--- config.mk ---
export PLATFORM = sky130hd
export DESIGN_NAME = weight_tare_filter
export DESIGN_NICKNAME = d
export VERILOG_FILES = /design/src/rtl/weight_tare_filter.sv
export SDC_FILE = /design/constraint.sdc
export NUM_CORES = 1
export LEC_CHECK = 0
export CORE_MARGIN = 5
export CORE_UTILIZATION = 30
export CTS_CLUSTER_DIAMETER = 80
export DETAILED_ROUTE_END_ITERATION = 8
export MAX_ROUTING_LAYER = met4
export PLACE_DENSITY = 0.48
export SYNTH_ARGS = -nofsm -noshare
export SYNTH_HDL_FRONTEND = slang
export SYNTH_SLANG_ARGS = --single-unit
--- constraint.sdc ---
create_clock -name clk -period 9.9 [get_ports clk]
set_input_delay 1.98 -clock clk [delete_from_list [all_inputs] [get_ports clk]]
set_output_delay 1.98 -clock clk [all_outputs]
set_load 0.01 [all_outputs]
--- src/rtl/weight_tare_filter.sv ---
// Load-cell conditioning: 4-sample moving average, stability detection,
// operator tare capture and overload flagging ahead of the price calculator.
module weight_tare_filter #(
    parameter int STABLE_CNT = 8,
    parameter int TOL        = 2,
    parameter int MAX_GRAMS  = 9999
) (
    input  logic        clk,
    input  logic        reset,
    input  logic        sample_valid,
    input  logic [13:0] sample_grams,
    input  logic        tare_btn,
    output logic [13:0] weightGrams,
    output logic        weight_valid,
    output logic        stable,
    output logic [13:0] tare_grams,
    output logic        tare_pending,
    output logic        overload
);

    typedef enum logic [1:0] {
        FILL      = 2'd0,
        MEASURE   = 2'd1,
        TARE_WAIT = 2'd2
    } state_t;

    localparam logic [3:0]  STABLE_C = 4'(STABLE_CNT);
    localparam logic [13:0] TOL_C    = 14'(TOL);
    localparam logic [13:0] MAX_C    = 14'(MAX_GRAMS);

    state_t      state_r, state_next_s;
    logic [13:0] win_r [4];
    logic [15:0] sum_r;
    logic [1:0]  fill_cnt_r;
    logic        pend_r;
    logic        first_r;
    logic [3:0]  cnt_r;
    logic [13:0] last_avg_r;
    logic        tare_prev_r;

    logic [13:0] avg_s;
    logic [13:0] diff_s;
    logic        ovl_s;
    logic        press_s;
    logic [3:0]  cnt_next_s;
    logic        capture_s;
    logic [13:0] tare_use_s;
    logic [13:0] net_s;

    assign avg_s   = sum_r[15:2];
    assign ovl_s   = (avg_s > MAX_C);
    assign press_s = tare_btn & ~tare_prev_r;

    // Result datapath: stability counter, tare capture decision, clipped net weight.
    always_comb begin
        diff_s     = 14'd0;
        cnt_next_s = cnt_r;
        capture_s  = 1'b0;
        tare_use_s = tare_grams;
        net_s      = 14'd0;
        if (avg_s >= last_avg_r) begin
            diff_s = avg_s - last_avg_r;
        end else begin
            diff_s = last_avg_r - avg_s;
        end
        if (first_r || (diff_s > TOL_C)) begin
            cnt_next_s = 4'd0;
        end else if (cnt_r < STABLE_C) begin
            cnt_next_s = cnt_r + 4'd1;
        end else begin
            cnt_next_s = cnt_r;
        end
        // The capturing update already nets against the new tare, so it reads 0.
        if (pend_r && (state_r == TARE_WAIT) && !ovl_s && (cnt_next_s == STABLE_C)) begin
            capture_s  = 1'b1;
            tare_use_s = avg_s;
        end else begin
            capture_s  = 1'b0;
            tare_use_s = tare_grams;
        end
        if (ovl_s || (avg_s <= tare_use_s)) begin
            net_s = 14'd0;
        end else begin
            net_s = avg_s - tare_use_s;
        end
    end

    // Next-state logic for the fill / measure / tare-wait sequencer.
    always_comb begin
        state_next_s = state_r;
        case (state_r)
            FILL: begin
                if (sample_valid && (fill_cnt_r == 2'd3)) begin
                    state_next_s = MEASURE;
                end else begin
                    state_next_s = FILL;
                end
            end
            MEASURE: begin
                if (press_s) begin
                    state_next_s = TARE_WAIT;
                end else begin
                    state_next_s = MEASURE;
                end
            end
            TARE_WAIT: begin
                if (pend_r && (ovl_s || capture_s)) begin
                    state_next_s = MEASURE;
                end else begin
                    state_next_s = TARE_WAIT;
                end
            end
            default: state_next_s = FILL;
        endcase
    end

    // Sample window, running sum and sequencer state registers.
    always_ff @(posedge clk or posedge reset) begin
        if (reset) begin
            state_r     <= FILL;
            win_r[0]    <= 14'd0;
            win_r[1]    <= 14'd0;
            win_r[2]    <= 14'd0;
            win_r[3]    <= 14'd0;
            sum_r       <= 16'd0;
            fill_cnt_r  <= 2'd0;
            pend_r      <= 1'b0;
            first_r     <= 1'b0;
            tare_prev_r <= 1'b0;
        end else begin
            state_r     <= state_next_s;
            tare_prev_r <= tare_btn;
            pend_r      <= sample_valid && ((state_r != FILL) || (fill_cnt_r == 2'd3));
            if (sample_valid) begin
                sum_r    <= sum_r + {2'b00, sample_grams} - {2'b00, win_r[3]};
                win_r[0] <= sample_grams;
                win_r[1] <= win_r[0];
                win_r[2] <= win_r[1];
                win_r[3] <= win_r[2];
            end
            if (sample_valid && (state_r == FILL)) begin
                fill_cnt_r <= fill_cnt_r + 2'd1;
            end
            if ((state_r == FILL) && (state_next_s == MEASURE)) begin
                first_r <= 1'b1;
            end else if (pend_r) begin
                first_r <= 1'b0;
            end
        end
    end

    // Registered result outputs, refreshed once per pending update.
    always_ff @(posedge clk or posedge reset) begin
        if (reset) begin
            weightGrams  <= 14'd0;
            weight_valid <= 1'b0;
            stable       <= 1'b0;
            tare_grams   <= 14'd0;
            tare_pending <= 1'b0;
            overload     <= 1'b0;
            cnt_r        <= 4'd0;
            last_avg_r   <= 14'd0;
        end else begin
            weight_valid <= pend_r;
            tare_pending <= (state_next_s == TARE_WAIT);
            if (pend_r) begin
                weightGrams <= net_s;
                overload    <= ovl_s;
                cnt_r       <= cnt_next_s;
                stable      <= (cnt_next_s == STABLE_C);
                last_avg_r  <= avg_s;
                tare_grams  <= tare_use_s;
            end
        end
    end

endmodule

Yosys cells after proc, flatten, opt, wreduce, memory -nomap -nowiden --
Index checks and enable logic that the tools add are counted.
Word-level totals: flip-flop bits (word level) 129, bits in latches 0, RAM bits 0, bits in read-only memories 0, bits of input ports 18, output and inout port bits 32, word-level logic and storage cells 66, memories kept 0
Operators by class: add/sub/neg operators 7, multipliers 0, div/mod/pow operators 0, magnitude comparators 5, equal/unequal tests 6, shifts and indexed selects 0, mux-type cells 12, bitwise gates (word level) 2, reduce and logical (&&, ||, !) cells 16
Operators with widths (number):
- two-way mux 14 bit | 3
- subtractor 14 bit | 3
- adder 16 x 14 -> 16 bit | 1
- subtractor 16 x 14 -> 16 bit | 1
- >= comparator 14 bit | 1
- > comparator 14 bit (second input constant) | 1
- > comparator 14 x 2 -> 1 bit (second input constant) | 1
- <= comparator 14 bit | 1
- logical AND 1 bit | 8
- two-way mux 4 bit | 2
- == test 2 bit (second input constant) | 3
- case mux 2 bit (3 select lines) | 1
- adder 4 x 1 -> 4 bit (second input constant) | 1
- == test 2 x 1 -> 1 bit (second input constant) | 2
- == test 4 bit (second input constant) | 1
- logical OR 1 bit | 4
- < comparator 4 bit (second input constant) | 1
- two-way mux 1 bit | 4
- two-way mux 2 bit | 2
- nonzero test 2 bit | 2
- adder 2 x 1 -> 2 bit (second input constant) | 1
- zero test 2 bit | 1
- AND 1 bit | 1
- zero test 1 bit | 1
- NOT 1 bit | 1

Depth between registers and ports, before layout --
depth after elaboration 15, mapped depth 29, depth with buffers taken out 26

Worst setup path after synthesis --
Ideal clock, no wire load.
path type reg2reg, start point reg sum_r[5], end point reg weightGrams[2], setup time 0.081 ns, arrival 6.365 ns, data required time 9.819 ns, setup slack 3.454 ns, cell stages (with the launch flop) 30, buffers on the path 5, period minus slack after synthesis 6.446 ns, cells stage by stage dfrtp_1 > clkbuf_1 > inv_1 > ha_1 > buf_4 > and2_4 > a21boi_2 > nand2_1 > a21o_1 > a311o_1 > or2b_1 > a22oi_2 > and3_1 > buf_2 > buf_1 > mux2_2 > ha_1 > inv_1 > fa_1 > a21o_1 > maj3_1 > a21oi_1 > maj3_1 > maj3_1 > maj3_1 > mux2i_1 > a221o_1 > o31ai_4 > buf_6 > o22ai_2
On the way: word-level cells in the longest chain between the ends 11, elaborated cells between the ends (all ways) 17, those cells by class 3 x add/sub; 4 x order compare; 1 x eq/ne; 4 x mux; 5 x reduce/logical
Ends and longest elaborated chain:
- start: declaration | RTL line 33 | logic [15:0] sum_r;
- start signal: assignment | RTL line 135 | sum_r <= sum_r + {2'b00, sample_grams} - {2'b00, win_r[3]};
- subtractor 14 bit (tied with other cells) | RTL line 64 | diff_s = last_avg_r - avg_s;
- two-way mux 14 bit | RTL line 61 | if (avg_s >= last_avg_r) begin
- > comparator 14 x 2 -> 1 bit | RTL line 66 | if (first_r || (diff_s > TOL_C)) begin
- logical OR 1 bit | RTL line 66
- two-way mux 4 bit | RTL line 66
- == test 4 bit | RTL line 74 | if (pend_r && (state_r == TARE_WAIT) && !ovl_s && (cnt_next_s == STABLE_C)) begin
- logical AND 1 bit (*) | RTL line 74
- two-way mux 14 bit (*) | RTL line 74
- via tare_use_s[0] | RTL line 47 | logic [13:0] tare_use_s;
- <= comparator 14 bit | RTL line 81 | if (ovl_s || (avg_s <= tare_use_s)) begin
- logical OR 1 bit | RTL line 81
- two-way mux 14 bit (*) | RTL line 81
- end signal: assignment | RTL line 167 | weightGrams <= net_s;
- end: declaration | RTL line 13 | output logic [13:0] weightGrams,
Mark *: on every way through the listed nets, which the timed path passes. The rest lies on a longest branch. A chain may end at the register's enable or synchronous reset.

Worst setup path after layout --
start point reg sum_r[2], end point reg weightGrams[13]
On the way: word-level cells in the longest chain between the ends 11, elaborated cells between the ends (all ways) 17, those cells by class 3 x add/sub; 4 x order compare; 1 x eq/ne; 4 x mux; 5 x reduce/logical
Ends and longest elaborated chain (RTL line):
- subtractor 14 bit (tied with other cells) | 64
- two-way mux 14 bit | 61
- > comparator 14 x 2 -> 1 bit | 66
- logical OR 1 bit | 66
- two-way mux 4 bit | 66
- == test 4 bit | 74
- logical AND 1 bit | 74
- two-way mux 14 bit (*) | 74
- via tare_use_s[0] | 47
- <= comparator 14 bit | 81
- logical OR 1 bit | 81
- two-way mux 14 bit (*) | 81
Marked as above.

==> impl_metrics.ini <==
[power_and_ir_drop]
ir_drop_mv = 0.1669
p_sw_share_pct = 44.46
p_comb_share_pct = 58.7
switchingPower_mw = 1.583
internal_power_mw = 1.978
seq_power_share_pct = 22.5
clock_power_share_pct = 18.8
cellPowerDensity_nw_per_um2 = 368.8
leakage_nw = 4.329

[placement]
place_inst = 1188
place_congestion = 0.8722
portBuffers = 49
dpl.hpwl_um = 14500

[cts]
cts_made_buffers = 17
h-tree-depth = 4
cts_tree = done
cts.sinks = 129
cts_buffer_depth = 2
cts_resized = 0
root_buffer = clkbuf_16
hold_buffers = 0
path_clk_slew_ps = 60
insertion_delay_ps = 420
cts_setup_buffers = 0

[yosys]
synth_edf_count = 0
synth_warnings = 0
yosysTopAreaCellShare_pct = 39.12
syn_avg_cell_area_um2 = 9.954
ys_seq_area_share_pct = 39.12
syn-num-nets = 921
synth_top_area_cell = dfrtp_1
ys_async_sr_fraction_pct = 100.0
synth_cells = 829
ys.flop_type = dfrtp_1
ys_types = 74
netlist_top_cells_area = dfrtp_1, mux2_2, ha_1
synth-seq-cells = 129
syn_area_um2 = 8252

[sta]
layout_min_cycle_time_ps = 7197
slew_viol_final = 0
finalHoldViolations = 0
finalCritPeriodShare_pct = 72.70
rsz0062_at_grt = false
finalSetupTns_ps = 0
skew_ps = 12.89
clock.fmax_ghz = 0.1389
max_slew_margin_pct = 41.37
setup_violations = 0
worst_pin_slew_ps = 879.4

[die]
core-area_um2 = 27030
rows = 60
dieArea_um2 = 30920
initial_core_util_pct = 30.53
die_x_um = 175.8
die-height_um = 175.8
num_io_pins = 50

[critical_path]
required_ps = 10160
cp-end-kind = flip-flop
start_kind = flip-flop
critPathKind = flip-flop to flip-flop
crit_fanout = 29
arrival_ps = 7460
path_common_cell = maj3_1
crit_path_max_incr_delay_ps = 620
slowest_stage = o31ai_4

[layout]
drive_above_1_share_pct = 14.90
multiInputGateArea_um2 = 4384
syn_to_final_growth_pct = 17.01
fin_util_pct = 35.73
antenna_cells = 0
seq_area_um2 = 3228
instances_no_fill = 1220
nNetsFinal = 958
fillers = 2748

[global_route]
grt_pass1_vias = 5837
gr-total-overflow = 0
grt_pass1_wl_um = 32020
grt_max_degree = 77
antenna_found_initial = 0
track_usage_pct = 13.30

[routing]
viasPerCell = 4.787
drcViolationCount = 0
routed_wl_um = 19180
routedWlPerCell_um = 15.72
first_pass_iters = 4
vias = 5840
ant_nets = 0
drt_iter0_drc = 277

[hold_path]
min_path_type = flip-flop to flip-flop

[status]
outcome = finished, final reports clean

[job]
max-cap-violations = 0
cell usage in the layout, fill, tap and decap left out, types with 9 or more instances in the layout:
cell type,n
xor2_1,11
clkdlybuf4s50_1,48
dfrtp_1,129
mux2i_1,16
a21o_1,10
nor2_1,44
nand4_1,9
ha_1,57
nand2_1,47
mux2_2,66
o21ai_0,56
a21oi_1,38
nor3_1,11
xnor2_1,27
inv_1,121
clkbuf_16,17
fa_1,17
nand3_1,10
per-stage QoR:
step	hold WS (ps)	power (mW)	setup slack [ps]	instance area, um^2
after global routing	511.4	3.887	2091	9656
after detailed placement	468.2	2.897	2619	9024
final	475.1	3.561	2703	9656
after floorplan	351.9	2.395	3454	8252
after global placement	461.8	2.907	2674	9024
after CTS	479.8	3.596	2638	9656
per-layer routing:
layer  GRT usage (%)  part of all wire, %  vias to the layer above
met5               -                    0                        -
met2           19.95                   45                       85
met4           3.606                  1.2                        0
met3           2.690                  3.1                       12
met1           18.40                   51                     2837
li1                -                    -                     2906
sequential cells by signal (all words and copies together), names as in the netlist, 2 cells and up:
name and count:
weightGrams 14, tare_grams 14, win_r 56, sum_r 16, state_r 2, fill_cnt_r 2, cnt_r 4, last_avg_r 14
cell usage after synthesis (all sizes together), types with 7 or more instances:
master	count
dfrtp	129
inv	123
mux2	66
o21ai	60
ha	57
nand2	47
nor2	44
a21oi	41
xnor2	27
clkbuf	21
fa	17
mux2i	16
o22ai	16
buf	14
nor3	12
xor2	11
a21o	10
nand3	10
nand4	9
nand2b	7
nor2b	7
layout make-up:
class	instances	share of cell area, %
Clock buffer	21	4.976
Sequential cell	129	33.43
Inverter	123	4.833
Tap cell	341	4.419
Multi-Input combinational cell	542	45.41
Clock inverter	11	1.568
Timing Repair Buffer	53	5.365
worst max-delay path: cells and delay by family (launching register included):
kind	cells	cell delay, ps
adder cells (fa/ha/maj)	8	2100
AO/OA/AOI/OAI	10	2650
AND/OR/NAND/NOR	3	790
flip-flops	1	420
multiplexers	2	340
buffers and inverters	4	730
power groups by stage:
stage / sequential, mW / clock (mW) / combinational [mW]
2_1_floorplan: 0.773 / 0 / 1.62
3_3_place_gp: 0.810 / 0 / 2.10
3_5_place_dp: 0.813 / 0 / 2.08
4_1_cts: 0.804 / 0.693 / 2.10
5_1_grt: 0.825 / 0.714 / 2.35
6_report: 0.801 / 0.670 / 2.09
kinds of logic after synthesis:
family | after synthesis | synth area share [%]
adder cells (fa/ha/maj) | 80 | 13.50
AND/OR/NAND/NOR | 164 | 9.795
XOR/XNOR | 38 | 4.033
flip-flops | 129 | 39.12
AO/OA/AOI/OAI | 177 | 14.59
buffers and inverters | 158 | 7.748
multiplexers | 83 | 11.22
worst paths after layout:
path,start,endpoint,slack (ps),cells after the start
max,sum_r[2],weightGrams[13],2700,27
min,fill_cnt_r[0],fill_cnt_r[0],480,1
max reg2reg,sum_r[2],weightGrams[13],2700,27
min reg2reg,fill_cnt_r[0],fill_cnt_r[0],480,1
max in group asynchronous,reset,last_avg_r[4],6590,3
min in group asynchronous,reset,tare_pending,2040,2
Power figures use the tool's default switching activity.
